`src/rtl/keypad_decoder.sv`:
```
// Keypad decoder: assembles full column sweeps from synchronized active-low rows and debounces
// single-key presses and releases. Define KEYPAD_ASCII_EN to add the key_ascii output.
module keypad_decoder #(
    parameter int unsigned DEBOUNCE_SCANS = 3
) (
    input  logic       clk,
    input  logic       rst,
    input  logic [3:0] R,
    input  logic [1:0] col_index,
    output logic [3:0] key_code,
    output logic       key_valid,
    output logic       key_release,
    output logic       key_pressed,
    output logic       key_multi
`ifdef KEYPAD_ASCII_EN
    ,
    output logic [7:0] key_ascii
`endif
);
    localparam logic [3:0] DebScans = 4'(DEBOUNCE_SCANS);

    typedef enum logic [1:0] {StIdle, StConfirm, StPressed, StRelConfirm} state_e;

    logic [3:0]  rows_meta_q;
    logic [3:0]  rows_s;
    logic [1:0]  col_q;
    logic [15:0] map_q;
    logic [15:0] frozen_q;
    logic [3:0]  seen_q;
    logic        sweep_done_q;
    logic        col_change;
    logic [15:0] map_next;

    assign col_change = col_index != col_q;

    // Map with the column being left folded in.
    always_comb begin
        map_next = map_q;
        for (int r = 0; r < 4; r++) begin
            map_next[r*4 + int'(col_q)] = ~rows_s[r];
        end
    end

    always_ff @(posedge clk or posedge rst) begin
        if (rst) begin
            rows_meta_q  <= 4'hF;
            rows_s       <= 4'hF;
            col_q        <= 2'd0;
            map_q        <= 16'd0;
            frozen_q     <= 16'd0;
            seen_q       <= 4'd0;
            sweep_done_q <= 1'b0;
        end else begin
            rows_meta_q  <= R;
            rows_s       <= rows_meta_q;
            sweep_done_q <= 1'b0;
            if (col_change) begin
                col_q <= col_index;
                if (col_q == 2'd3) begin
                    // Leaving the last column ends the sweep; partial sweeps are discarded.
                    seen_q <= 4'd0;
                    map_q  <= 16'd0;
                    if (seen_q == 4'b0111) begin
                        frozen_q     <= map_next;
                        sweep_done_q <= 1'b1;
                    end
                end else begin
                    map_q         <= map_next;
                    seen_q[col_q] <= 1'b1;
                end
            end
        end
    end

    logic [4:0] ones;
    logic [3:0] cand_idx;
    logic       is_empty;
    logic       is_single;
    logic       is_multi;

    always_comb begin
        ones     = 5'd0;
        cand_idx = 4'd0;
        for (int i = 0; i < 16; i++) begin
            if (frozen_q[i]) begin
                ones     = ones + 5'd1;
                cand_idx = 4'(i);
            end
        end
    end

    assign is_empty  = ones == 5'd0;
    assign is_single = ones == 5'd1;
    assign is_multi  = ones >= 5'd2;

`ifdef KEYPAD_ASCII_EN
    function automatic logic [7:0] to_ascii(input logic [3:0] code);
        logic [7:0] a;
        case (code)
            4'd0:  a = 8'h31;
            4'd1:  a = 8'h32;
            4'd2:  a = 8'h33;
            4'd3:  a = 8'h41;
            4'd4:  a = 8'h34;
            4'd5:  a = 8'h35;
            4'd6:  a = 8'h36;
            4'd7:  a = 8'h42;
            4'd8:  a = 8'h37;
            4'd9:  a = 8'h38;
            4'd10: a = 8'h39;
            4'd11: a = 8'h43;
            4'd12: a = 8'h2A;
            4'd13: a = 8'h30;
            4'd14: a = 8'h23;
            default: a = 8'h44;
        endcase
        return a;
    endfunction
`endif

    state_e     state_q;
    logic [3:0] cand_q;
    logic [3:0] cnt_q;
    logic [3:0] cnt_inc;
    logic       press_now;
    logic       release_now;

    assign cnt_inc = cnt_q + 4'd1;

    assign press_now = sweep_done_q && is_single &&
        ((state_q == StIdle && DebScans == 4'd1) ||
         (state_q == StConfirm && cand_idx == cand_q && cnt_inc == DebScans));

    assign release_now = sweep_done_q && is_empty &&
        ((state_q == StPressed && DebScans == 4'd1) ||
         (state_q == StRelConfirm && cnt_inc == DebScans));

    always_ff @(posedge clk or posedge rst) begin
        if (rst) begin
            state_q     <= StIdle;
            cand_q      <= 4'd0;
            cnt_q       <= 4'd0;
            key_code    <= 4'd0;
            key_valid   <= 1'b0;
            key_release <= 1'b0;
            key_pressed <= 1'b0;
            key_multi   <= 1'b0;
`ifdef KEYPAD_ASCII_EN
            key_ascii   <= 8'd0;
`endif
        end else begin
            key_valid   <= press_now;
            key_release <= release_now;
            if (press_now) begin
                key_code    <= cand_idx;
                key_pressed <= 1'b1;
`ifdef KEYPAD_ASCII_EN
                key_ascii   <= to_ascii(cand_idx);
`endif
            end
            if (release_now) begin
                key_pressed <= 1'b0;
            end
            if (sweep_done_q) begin
                key_multi <= is_multi;
                case (state_q)
                    StIdle: begin
                        if (is_single) begin
                            cand_q  <= cand_idx;
                            cnt_q   <= 4'd1;
                            state_q <= press_now ? StPressed : StConfirm;
                        end
                    end
                    StConfirm: begin
                        if (is_single && cand_idx == cand_q) begin
                            cnt_q <= cnt_inc;
                            if (press_now) state_q <= StPressed;
                        end else if (is_single) begin
                            cand_q <= cand_idx;
                            cnt_q  <= 4'd1;
                        end else begin
                            state_q <= StIdle;
                        end
                    end
                    StPressed: begin
                        if (is_empty) begin
                            cnt_q   <= 4'd1;
                            state_q <= release_now ? StIdle : StRelConfirm;
                        end
                    end
                    StRelConfirm: begin
                        if (is_empty) begin
                            cnt_q <= cnt_inc;
                            if (release_now) state_q <= StIdle;
                        end else begin
                            state_q <= StPressed;
                        end
                    end
                    default: state_q <= StIdle;
                endcase
            end
        end
    end

endmodule

```
`config.mk`:
```
export PLATFORM = sky130hd
export DESIGN_NAME = keypad_decoder
export DESIGN_NICKNAME = d
export VERILOG_FILES = /design/src/rtl/keypad_decoder.sv
export SDC_FILE = /design/constraint.sdc
export NUM_CORES = 1
export LEC_CHECK = 0
export BUFFER_PORTS_ARGS = -buffer_cell sky130_fd_sc_hd__buf_2
export CAP_MARGIN = 30
export CORE_MARGIN = 2
export CORE_UTILIZATION = 43
export DETAILED_ROUTE_END_ITERATION = 7
export HOLD_SLACK_MARGIN = 0.15
export MAX_ROUTING_LAYER = met4
export PLACE_DENSITY = 0.71
export SETUP_SLACK_MARGIN = 0.5
export SYNTH_ARGS = -nofsm -noshare
export SYNTH_HDL_FRONTEND = slang
export SYNTH_SLANG_ARGS = --single-unit
```
`constraint.sdc`:
```
create_clock -name clk -period 16.2 [get_ports clk]
set_clock_uncertainty 0.1 [all_clocks]
set_input_delay 3.24 -clock clk [delete_from_list [all_inputs] [get_ports clk]]
set_output_delay 3.24 -clock clk [all_outputs]
set_load 0.05 [all_outputs]
```
# Word level (Yosys, flattened, before mapping)

Index checks and enable logic that the tools add are counted.

Bits in registers: 65
Output and inout bits: 8

Order comparisons: 11
Reduce and logical (&&, ||, !) cells: 21
Equal/unequal tests: 16
Add/sub/neg operators: 19
Multiplexer cells: 70
Bitwise operators: 5

Operators with widths:

| cell                | count |
|---|---|
| $mux 4              | 21 |
| $add 5x1->5 const B | 15 |
| $mux 5              | 15 |
| $bwmux 16           | 4 |
| $mux 2              | 9 |
| $mux 16             | 1 |
| $pmux 4 s4          | 1 |
| $logic_and 1x1->1   | 13 |
| $demux 1 s4         | 3 |
| $mux 1              | 12 |
| $add 4x2->5 const A | 2 |
| $ge 5x1->1 const B  | 2 |
| $lt 5x5->1 const B  | 2 |
| $reduce_and 3->1    | 3 |
| $ne 2x2->1 const B  | 4 |
| $pmux 2 s4          | 1 |
| $pmux 4 s2          | 1 |
| $eq 2x2->1 const B  | 3 |
| $ne 3x3->1 const B  | 2 |
| $reduce_and 6->1    | 1 |
| $eq 5x1->1 const B  | 1 |
| $ge 5x2->1 const B  | 1 |
| $logic_not 5->1     | 1 |
| $lt 2x5->1 const B  | 1 |
| 17 further kinds    | 23 |

# Depth between registers and ports, before layout

Depth in word-level cells: 37
Mapped depth: 55
Depth with buffers taken out: 55

# Least setup slack after synthesis

No wires, ideal clock.

Path type: reg2reg
Start: reg frozen_q[0]
End: reg key_code[3]
Cell stages (with the launch flop): 53
Setup slack: 6,714 ps
Arrival time: 9,258 ps
Data required time: 15,972 ps
Cells stage by stage: dfrtp_1 inv_1 ha_1 xor2_1 ha_1 nand2_1 nand2_1 ha_1 nor2b_1 a31oi_1 ha_1 nand2_1 o21ai_0 nand2_1 inv_1 ha_1 and2_1 a31oi_1 [... 17 more ...] a21oi_1 o21ai_1 ha_1 nand2_1 nand2_1 ha_1 nand2_1 a21bo_2 ha_1 nand2_1 xor2_1 xnor2_1 and3_1 or4b_1 a31oi_1 mux2i_2 nor4_4 mux2_1

Cells in the longest elaborated chain, start to end: 34

Ends and longest elaborated chain:

| item                              | line | RTL |
|---|---|---|
| start: declaration                | 28   | `logic [15:0] frozen_q;` |
| start signal: assignment          | 64   | `frozen_q <= map_next;` |
| $mux 1 *                          | 85   | `if (frozen_q[i]) begin` |
| $add 5x1->5                       | 86   | `ones = ones + 5'd1;` |
| $mux 5 *                          | 85   |  |
| $add 5x1->5                       | 86   |  |
| $mux 5 *                          | 85   |  |
| $add 5x1->5                       | 86   |  |
| $mux 5 *                          | 85   |  |
| $add 5x1->5                       | 86   |  |
| [... 17 more ...]                 | n/a  |  |
| $add 5x1->5                       | 86   |  |
| $mux 5 *                          | 85   |  |
| $add 5x1->5                       | 86   |  |
| $mux 5 *                          | 85   |  |
| $add 5x1->5                       | 86   |  |
| $mux 5 *                          | 85   |  |
| $eq 5x1->1 *                      | 93   | `assign is_single = ones == 5'd1;` |
| $logic_and 1x1->1 * (2 in series) | 130  | `assign press_now = sweep_done_q && is_single &&` |
| end signal: assignment            | 155  | `key_code <= cand_idx;` |
| end: declaration                  | 10   | `output logic [3:0] key_code,` |

Mark *: on every way between the ends. The rest lies on a longest branch, timed or not.
A chain may end at the register's enable or synchronous reset.

# Final worst setup path

Ends and elaborated chain as after synthesis.

==> flow_summary.yaml <==
timing:
  min_period_ns: 10.47
  drv_slew: 0
  rsz0062_at_grt: "false"
  setup_tns_ns: 0
  fmax_mhz: 95.5
  setup_viol: 0
  worst_pin_slew_ns: 0.922
  slew-limit-headroom_pct: 38.5
  finalCritPeriodShare_pct: 64.6
  hold_viol: 0
clocking:
  cts.sinks: 65
  cts_hold_buffers: 0
  cts_max_level: 3
  cts_root_buf: "clkbuf_8"
  cts_setup_buffers: 0
  tritoncts: "yes"
  path_clk_slew_ns: 0.06
  numCtsBuffers: 9
  cts_resized: 0
  clk_latency_ns: 0.34
  clockBufferDepth: 2
synthesis:
  synth-simple-area-share_pct: 21.6
  muxShareOfSynthArea_pct: 3.86
  ys.flop_type: "dfrtp_1"
  synthXorXnorAreaFrac_pct: 15.3
  synth-edff-count: 0
  ys_top_cells_by_area: "dfrtp_1 30%, nand2_1 5.8%, a21oi_1 4.8%"
  syn_area_per_cell_um2: 8.72
  netlist-cell-type-count: 66
  ys_seq_area_share_pct: 34.1
  synth_compound_area_share_pct: 16.2
  syn-num-nets: 575
  synth_area_um2: 4790
  async_flop_share_pct: 100
  synth_top_family_by_area: "simple AND/OR/NAND/NOR gates"
  yosysWarningCount: 0
  ys_ff_latch: 65
  yosys.area.top_type: "dfrtp_1"
  synth_cells: 550
  synth_top_cell_area_share_pct: 29.8
  synth_fa_ha_area_share_pct: 4.44
worst_setup_path:
  cp_max_fo: 7
  crit_path_max_incr_delay_ns: 0.45
  start_kind: "flop"
  crit_type: "reg -> reg"
  cp_top_family: "adder cells"
  crit_top_cell: "ha_1"
  reg2reg_from: "frozen_q[0]$_DFFE_PP0P_"
  worstPathArrival_ns: 10.58
  rr_endpoint: "key_code[3]$_DFFE_PP0P_"
  crit_cells: 52
  slowest_stage: "or4b_1"
  crit_buf_inv: 4
  rrSetupSlack_ns: 5.73
  cp-end-kind: "flop"
  worst_ep_required_time_ns: 16.31
  r2r_cells: 52
floorplan:
  die_area_um2: 12000
  boundaryPins: 16
  die_w_um: 110
  core_um2: 10800
  die_h_um: 110
  start_util_pct: 44.2
  row_count: 38
min_path:
  min-delay-start: "rows_meta_q[2]$_DFF_PP1_"
  holdPathStages: 0
  whs_endpoint: "rows_s[2]$_DFF_PP1_"
  worstHoldPathType: "reg -> reg"
cells_and_area:
  nNetsFinal: 574
  layout_common_cells: "74 x nand2_1, 57 x dfrtp_1, 48 x nor2_1"
  diodes: 0
  nFillCells: 1029
  syn_to_final_growth_pct: 7.52
  final_common_cell: "nand2_1"
  drive_gt1_share_pct: 11.9
route:
  wl_per_cell_um: 13.6
  wirelength_mm: 9.42
  drt_iter0_drc: 185
  drc: 0
  via_per_inst: 5.51
  dr.pass1.iters: 5
  ant_nets: 0
  routed-via-count: 3822
global_routing:
  globalRouteMet3Util_pct: 3.50
  use_met1_pct: 23.3
  grt_first_pass_wirelength_mm: 16.2
  gr-usage-all-layers_pct: 17.4
  antenna_found_initial: 0
  grt_pass1_vias: 3515
  grt_use_met2_pct: 26.9
  grt_max_degree: 66
  grt.overflow.total: 0
  busiest_layer: "met2"
placed_design:
  dp_hpwl_mm: 7.10
  io_buffers: 15
  gp_congestion: 0.889
run_status:
  status: "finished clean"
flow_run:
  drv_cap: 0
[how the worst max path moves through the flow]
stage / startpoint / end / slack, ns
detailed placement: frozen_q[0]$_DFFE_PP0P_ / key_code[0]$_DFFE_PP0P_ / 5.79
floorplan: frozen_q[0]$_DFFE_PP0P_ / key_code[3]$_DFFE_PP0P_ / 6.71
global route: frozen_q[1]$_DFFE_PP0P_ / key_code[3]$_DFFE_PP0P_ / 4.79
CTS: frozen_q[0]$_DFFE_PP0P_ / key_code[3]$_DFFE_PP0P_ / 5.74
global placement: frozen_q[0]$_DFFE_PP0P_ / key_code[1]$_DFFE_PP0P_ / 6.19
finish: frozen_q[0]$_DFFE_PP0P_ / key_code[3]$_DFFE_PP0P_ / 5.73
[cell families after synthesis]
| group | Yosys count |
|---|---|
| mux | 17 |
| fa+ha+maj | 17 |
| compound gates | 131 |
| xor+xnor | 57 |
| buf+inv | 52 |
| simple gates | 211 |
| flops | 65 |
[state kept, by name (all words and copies together), names as in the netlist, named ones only]
register and flops:
col_q 2, seen_q 2, rows_s 4, rows_meta_q 4
cand_q 4, state_q 2, sweep_done_q 1, map_q 16
frozen_q 16, key_release 1, cnt_q 4, key_code 4
key_pressed 1, key_multi 1, key_valid 1
[cells in the mapped netlist, drive strengths merged, types with 3 or more instances]
cell type / instances
inv: 24
buf: 9
xnor3: 10
nor2b: 7
nor3: 13
nor3b: 6
a211oi: 7
a21oi: 46
and3: 3
a31oi: 5
and2: 12
clkbuf: 19
nand3: 13
mux2i: 8
a2bb2oi: 3
or2: 6
xor2: 14
dfrtp: 57
mux2: 9
o21ai: 42
nand2: 74
o22ai: 4
nor2: 48
xnor2: 31
or4: 3
nor4: 7
nand4: 3
a21o: 5
dfstp: 8
nand2b: 7
ha: 17
[worst register-to-register path: cells and delay by family (launching register included)]
kind / cells / cell delay [ns]
AOI/OAI and AO/OA: 10 / 1.51
xor gates and xnor gates: 3 / 0.54
adders and majority gates: 13 / 3.70
buffers and inverters: 4 / 0.24
DFF: 1 / 0.38
muxes: 2 / 0.55
and+or+nand+nor: 20 / 3.30
[cell type report]
type | instances | area, um^2 | share of cell area (%)
tap | 140 | 175 | 3.40
clock buffer | 14 | 163 | 3.16
timing repair buffer | 16 | 82.6 | 1.60
clock inverter | 2 | 60.1 | 1.17
multi-input combinational | 433 | 2950 | 57.2
sequential | 65 | 1640 | 31.8
inverter | 24 | 90.1 | 1.75
[stage by stage]
step	hold WS, ns	cell area (um^2)	utilization, %	cells	setup slack [ns]
after global placement	0.246	4930	45.5	678	6.19
after floorplan	0.245	4790	-	550	6.71
after global routing	0.259	5150	47.5	694	4.79
final	0.256	5150	47.5	694	5.73
after detailed placement	0.249	4930	45.5	678	5.79
after CTS	0.256	5150	47.5	694	5.74
[per-layer routing]
layer / part of all wire [%] / vias up / wire length (um)
met5: 0 / - / 0
met4: 1.4 / 0 / 129
met3: 4.5 / 11 / 420
met2: 47 / 96 / 4410
met1: 47 / 1802 / 4460
li1: - / 1913 / -
Power is left out: the tool's default activity adds up to more than one toggle a clock period on the data nets, which glitch-free logic cannot reach.
